===== config.mk =====
export PLATFORM = sky130hd
export DESIGN_NAME = fib_sequence_gen
export DESIGN_NICKNAME = d
export VERILOG_FILES = /design/src/rtl/fib_sequence_gen.sv
export SDC_FILE = /design/constraint.sdc
export NUM_CORES = 1
export LEC_CHECK = 0
export ABC_AREA = 1
export ABC_CLOCK_PERIOD_IN_PS = 1700
export CAP_MARGIN = 5
export CORE_UTILIZATION = 25
export CTS_BUF_LIST = sky130_fd_sc_hd__clkbuf_2 sky130_fd_sc_hd__clkbuf_4 sky130_fd_sc_hd__clkbuf_8
export CTS_CLUSTER_SIZE = 10
export DETAILED_ROUTE_END_ITERATION = 10
export HOLD_SLACK_MARGIN = 0.12
export PLACE_DENSITY = 0.44
export SETUP_SLACK_MARGIN = 0.1
export SYNTH_ARGS = -nofsm -noshare
export SYNTH_HDL_FRONTEND = slang
export SYNTH_SLANG_ARGS = --single-unit

===== constraint.sdc =====
create_clock -name clk -period 1.7 [get_ports clk]
set_input_delay 0.51 -clock clk [delete_from_list [all_inputs] [get_ports clk]]
set_output_delay 0.51 -clock clk [all_outputs]
set_load 0.05 [all_outputs]

===== src/rtl/fib_sequence_gen.sv =====
`default_nettype none
// ============================================================================
// Module   : fib_sequence_gen
// Purpose  : Free-running Fibonacci term generator that restarts from F(0)
//            when the next term would overflow WIDTH bits.
// Revision : 1.0
// ============================================================================
module fib_sequence_gen #(
  parameter int WIDTH = 32
) (
  input  logic             clk,
  input  logic             rst,
  output logic [WIDTH-1:0] out,
  output logic [7:0]       idx,
  output logic             last,
  output logic             wrap
);

  logic [WIDTH-1:0] cur_q, cur_d;
  logic [WIDTH-1:0] nxt_q, nxt_d;
  logic [7:0]       idx_q, idx_d;
  logic             last_q, last_d;
  logic             wrap_q, wrap_d;
  logic [WIDTH:0]   w_sum;

  // w_sum is the term following nxt_q; its carry flags nxt_q as the final term.
  always_comb begin
    w_sum  = {1'b0, cur_q} + {1'b0, nxt_q};
    cur_d  = nxt_q;
    nxt_d  = w_sum[WIDTH-1:0];
    idx_d  = idx_q + 8'd1;
    last_d = w_sum[WIDTH];
    wrap_d = 1'b0;
    if (last_q) begin
      cur_d  = '0;
      nxt_d  = {{(WIDTH-1){1'b0}}, 1'b1};
      idx_d  = 8'd0;
      last_d = 1'b0;
      wrap_d = 1'b1;
    end
  end

  always_ff @(posedge clk) begin
    if (!rst) begin
      cur_q  <= '0;
      nxt_q  <= {{(WIDTH-1){1'b0}}, 1'b1};
      idx_q  <= 8'd0;
      last_q <= 1'b0;
      wrap_q <= 1'b0;
    end else begin
      cur_q  <= cur_d;
      nxt_q  <= nxt_d;
      idx_q  <= idx_d;
      last_q <= last_d;
      wrap_q <= wrap_d;
    end
  end

  assign out  = cur_q;
  assign idx  = idx_q;
  assign last = last_q;
  assign wrap = wrap_q;

endmodule
`default_nettype wire


# After elaboration in Yosys (flattened, before gate mapping)
# Cells that the tools add are included.
# word_totals
register_bits	74
input_bits	2
out_inout_bits	42
elab_cells	10
# op_classes
add_sub_neg	2
muxes	1
bitwise_logic	1
n_reduce_logical	1
# ops
cell	count
adder 32 x 32 -> 33 bit	1
adder 8 x 1 -> 8 bit (second input constant)	1
OR reduction 2 bit	1
two-way mux 1 bit	1
NOT 1 bit	1

# Logic depth before layout (Yosys ltp)
# Gate-level depths: netlist (run 1).
# logic_depth
ltp_word	2
ltp_mapped	12
ltp_nobuf	12

# Least setup slack after synthesis (run 1)
# No wires, ideal clock.
# synth_timing
path_kind	register -> register
from	register cur_q[0] (netlist: out[0])
to	register nxt_q[28]
t_arrival_ps	1845
required_ps	1585
path_slack_ps	-260
stages_incl_launch_ff	11
path_buffers	0
period_less_slack_ps	1960
cell_sequence	dfxtp_1 -> ha_1 -> fa_1 -> nand3_1 -> nand3_1 -> nand3_1 -> nand3_1 -> nand2_1 -> nand3_1 -> nand2_1 -> nor2_1
# synth_between
elab_chain_len	1
# synth_lines
element	line	source
start: declaration	19	logic [WIDTH-1:0] cur_q, cur_d;
start signal: assignment	51	cur_q <= cur_d;
adder 32 x 32 -> 33 bit	28	w_sum = {1'b0, cur_q} + {1'b0, nxt_q};
end signal: assignment	46	nxt_q <= {{(WIDTH-1){1'b0}}, 1'b1};
end signal: assignment	52	nxt_q <= nxt_d;
end: declaration	20	logic [WIDTH-1:0] nxt_q, nxt_d;
# Every way passes these cells.
# A chain may end at the register's enable or synchronous reset.

# Worst setup path in the final report (run 1)
# layout_timing
from	register cur_q[0] (netlist: out[0])
to	register nxt_q[16]
# Same word-level chain as after synthesis.

==> out/metrics.cfg, run 1 <==
[outcome]
status=finished, violations left
failed_checks=setup timing

[synthesis]
ys_seq_area_frac=0.327
post_synth.cell_area_avg_um2=6.24
synthesis.nets=763
synth_top_area_frac=0.327
ys.flop_type=dfxtp_1
synth_area_leaders=dfxtp_1 33%, nand2_1 18%, inv_1 12%
ys_types=28
post-synth-top-count-cell=nand2_1
synth-seq-cells=74
synth_cells=727
synthTopCellsByCount=214 x nand2_1, 142 x inv_1, 105 x nor2_1
synth_edf_count=0
yosysTopAreaCell=dfxtp_1
syn_area_um2=4540
synth-async-reset-ratio=0
ys_warn_count=0

[route]
routed.top_layer=met4
viasPerCell=4.19
wl_met1_um=6790
drt_iter0_drc=188
drc=0
firstDrtPassIters=5
wire_per_inst_um=12.3
wl_met2_um=5960
wl_met3_um=400
wl_um=13500
final_antenna_net_count=0
route.vias.total=4579

[timing]
relSlewSlack=0.783
fmax_mhz=580
setup_slack_ps=-24.5
fin_worst_skew_ps=15.5
hold_viol=0
period_needed_ps=1720
finalCritPeriodShare=1.01
whs_ps=427
timing.final.max_slew_violations=0
worst_pin_slew_ps=324
setup_tns_ps=-60.1
rsz0062_at_grt=yes
final-setup-viol-count=4

[cts]
holdBufCountCts=0
clk_latency_ps=380
clk_pin_slew_ps=80
htree_levels=3
clock-sinks=74
clockBufferDepth=2
tritoncts=built
cts_root_buffer=clkbuf_8
cts_made_buffers=9

[critical_path]
end_kind=flop
crit_arrival_ps=1990
slowest_delay_ps=410
crit_cells=10
worst_path_max_delay_cell=fa_2
required_ps=1970
timing.rr.end=nxt_q[16]
timing.rr.start=out[0]
crit_buf_inv=0
crit_chain=ha_4 -> fa_2 -> nand3_2 -> nand3_4 -> nand2_2 -> nand2_4 -> nand2_4 -> nand2_4 -> o21ai_2 -> a21oi_1
path_class=flop to flop
cp-endpoint=nxt_q[16]
cp_top_family=adder cells
cp_max_fo=4
start_kind=flop
critPathLaunch=out[0]
reg2reg_depth=10
path_common_cell=nand2_4
rrSetupSlack_ps=-20

[place]
hpwl_um=9980
gp_congestion=0.866
port_buffers=43
pre_cts_ws_ps=-129
place_area_um2=6380

[floorplan]
initial_core_util=0.259
boundaryPins=44
chipHeight_um=137
rows=48
die_x_um=137
coreArea_um2=17500
die_area_um2=18700

[global_route]
grt_max_degree=37
gr-usage-all-layers=0.152
grt_pass1_vias=4358
grt_antenna_before_repair=0
grt_first_pass_wirelength_um=21600
grt_overflow=0

[power_and_ir_drop]
p_leak_uw=0.00383
peakVddDrop_uv=520
powerDensity_nw_per_um2=536

[finish]
drive_gt1_frac=0.440
area_growth_pct=67.7
nNetsFinal=899
final_area_um2=7610
n_antenna_cell=0

[run]
maxCapViolations=0

[min_path]
hold_path.class=flop to flop

per-layer routing:
metal  GRT usage  vias up
met4      0.0716        0
met1       0.210     2030
met2       0.230       62
li1            -     2471
met3      0.0248       16
met5           0        -
placed cells by master (no fill, tap or decap), drive strengths merged, types with 2 or more instances in the layout:
cell	n
o21bai	3
o21ai	14
or2	2
clkinv	2
nor2	110
nand2	232
buf	131
nor3	10
clkbuf	14
nand3	33
nand4	6
xor2	4
dfxtp	74
ha	33
and2	3
a21oi	41
inv	151
report_power, final:
part / total, uW / switching, uW / internal, uW
Combinational: 723 / 353 / 370
Sequential: 1840 / 69.5 / 1770
Clock: 1510 / 683 / 830
timing repair:
item                                    in CTS  in global routing
endpoints found under the setup margin      26                 28
gates resized for setup                     81                131
gates cloned                                 0                  0
buffers inserted                            11                 10
pin swaps                                   34                 56
area by class of cell:
class | instances | area (um2)
Inverter | 152 | 576
Clock inverter | 2 | 35.0
Sequential cell | 74 | 1600
Tap cell | 225 | 282
Fill cell | 1845 | 9930
Timing Repair Buffer | 132 | 1590
Multi-Input combinational cell | 494 | 3340
Clock buffer | 14 | 180
stage by stage:
stage	total power [uW]	util	cells
2_1_floorplan	2220	-	727
3_3_place_gp	2500	0.364	1056
3_5_place_dp	2500	0.364	1056
4_1_cts	4070	0.406	1083
5_1_grt	4300	0.434	1093
6_report	4070	0.434	1093
tightest hold or removal path, delay by kind of cell, from the launching register on:
family | cells | cell delay, ps
buf+inv | 1 | 50
flops | 1 | 320
simple gates | 1 | 30
state kept, by name, indices dropped and copies added, names as in the netlist:
| register | count |
|---|---|
| wrap | 1 |
| out | 32 |
| nxt_q | 32 |
| last | 1 |
| idx | 8 |
how the worst min path moves through the flow:
stage / from / endpoint / slack (ps) / depth (start not counted)
3_3_place_gp: nxt_q[20] / out[20] / 410 / 2
4_1_cts: nxt_q[28] / out[28] / 430 / 2
6_report: nxt_q[28] / out[28] / 430 / 2
5_1_grt: nxt_q[27] / out[27] / 450 / 2
3_5_place_dp: nxt_q[20] / out[20] / 410 / 2
2_1_floorplan: nxt_q[10] / out[10] / 400 / 2
cells by family (layout without fill, tap and decap cells):
| logic type | count (synthesis) | in the layout | share of synthesized area |
|---|---|---|---|
| and+or+nand+nor | 396 | 396 | 0.368 |
| xor gates and xnor gates | 5 | 5 | 0.00965 |
| AOI/OAI and AO/OA | 59 | 59 | 0.0681 |
| adders and majority gates | 34 | 34 | 0.0954 |
| buffers and inverters | 159 | 300 | 0.132 |
| DFF | 74 | 74 | 0.327 |
(Power assumes the default switching activity.)
==> run 2, diff against run 1 <==
==> constraint.sdc (replaced) <==
create_clock -name clk -period 1.7 [get_ports clk]
set_input_delay 0.34 -clock clk [delete_from_list [all_inputs] [get_ports clk]]
set_output_delay 0.34 -clock clk [all_outputs]
set_load 0.05 [all_outputs]
==> out/metrics.cfg, run 2 (synthesized netlist as in run 1, its figures left out) <==
[critical_path]
critPathLaunch=out[10]
crit_chain=ha_4 -> nand2_2 -> inv_2 -> nand2_1 -> nor3_1 -> nand2_2 -> nand2_4 -> nand2_2 -> a21oi_1 -> nor2_1
end_kind=flop
slowest_delay_ps=360
crit_buf_inv=1
path_common_cell=nand2_2
crit_arrival_ps=1970
required_ps=1970
worst_path_max_delay_cell=dfxtp_4
path_class=flop to flop
start_kind=flop
cp_max_fo=5
timing.rr.start=out[10]
cp_top_family=simple AND/OR/NAND/NOR gates

[power_and_ir_drop]
peakVddDrop_uv=487
power_uw=3750
p_leak_uw=0.00349
powerDensity_nw_per_um2=548

[cts]
cts_root_buffer=clkbuf_8
tritoncts=built
clk_pin_slew_ps=70
htree_levels=3
clockBufferDepth=2
cts_made_buffers=9
clock-sinks=74
clk_latency_ps=380

[floorplan]
rows=48
die_area_um2=18700
chipHeight_um=137
die_x_um=137
boundaryPins=44
initial_core_util=0.259
coreArea_um2=17500

[finish]
nNetsFinal=878
layout.cells.most_common=nand2_1
most-common-layout-cells=157 x nand2_1, 136 x inv_1, 101 x buf_4
instances_no_fill=1071
fillers=1916
n_antenna_cell=0
area_growth_pct=51.0
drive_gt1_frac=0.430
post-route-util=0.391
ff_latch_area_um2=1600
multiInputGateArea_um2=3360

[global_route]
gr-usage-all-layers=0.154
grt_max_degree=24
grt_first_pass_wirelength_um=21600
grt_pass1_vias=4222
grt_antenna_before_repair=0
grt_overflow=0

[route]
drt_iter0_drc=206
drc=0
wire_per_inst_um=12.8
route.vias.total=4558
firstDrtPassIters=4
viasPerCell=4.26
final_antenna_net_count=0
wl_um=13700

[place]
gp_congestion=0.877
port_buffers=43
dp.cells=1037
hpwl_um=10400

[timing]
finalCritPeriodShare=0.998
timing.final.max_slew_violations=0
setup_tns_ps=0
whs_ps=430
rsz0062_at_grt=yes
fmax_mhz=590
period_needed_ps=1700
hold_viol=0
fin_worst_skew_ps=10.1
relSlewSlack=0.806
worst_pin_slew_ps=291
final-setup-viol-count=0

[outcome]
status=completed

[min_path]
hold_path.class=flop to flop
min_from=nxt_q[30]

[run]
maxCapViolations=0

-- run 2: cell types whose count changed in the layout (fill, tap and decap cells not counted), moves of 4 or more --
cell / before / now
dfxtp_2: 23 / 28
o21ai_1: 6 / 1
buf_4: 76 / 101
dfxtp_4: 25 / 21
o21ai_0: 5 / 11
buf_12: 45 / 0
-- run 2: routing by layer --
metal | global-route usage | part of all wire
met5 | 0 | 0
met4 | 0.0673 | 0.018
met3 | 0.0226 | 0.032
met2 | 0.238 | 0.44
met1 | 0.212 | 0.51
-- run 2: final timing paths --
path | slack (ps) | cells past startpoint | to
worst max-delay path | 4 | 10 | nxt_q[30]
worst min-delay path | 430 | 2 | out[30]
worst min register to register | 430 | 2 | out[30]
worst max register to register | 4 | 10 | nxt_q[30]
-- run 2: what timing repair did --
item                       4_1_cts  5_1_grt
buffers inserted                 3       17
pin swaps                       20       49
hold buffers                     0        0
resized for setup               89      120
setup endpoints to repair       25       25
-- run 2: where the power goes --
part | leakage (uW) | internal [uW] | switching [uW] | total, uW
Clock | 0.0000898 | 566 | 686 | 1250
Sequential | 0.000628 | 1770 | 53.2 | 1820
Combinational | 0.00277 | 311 | 365 | 676
-- run 2: layout make-up --
| class | count | share of cell area |
|---|---|---|
| clock buffer | 11 | 0.0212 |
| clock inverter | 4 | 0.00274 |
| inverter | 152 | 0.0848 |
| multi-input combinational | 494 | 0.490 |
| sequential | 74 | 0.233 |
| tap | 225 | 0.0411 |
| timing repair buffer | 111 | 0.127 |
-- run 2: per-stage QoR --
step           setup WS [ps]  cell area [um2]
5_1_grt                -92.5             6850
6_report                4.02             6850
3_3_place_gp            -208             5690
2_1_floorplan           51.3             4740
4_1_cts                 9.48             6340
3_5_place_dp            -190             5690
-- run 2: worst reg2reg max path, delay by kind of cell, from the launching register on --
family          cells  cell delay [ps]
simple gates        7              710
flops               1              360
fa+ha+maj           1              300
compound gates      1              140
buf+inv             1               80
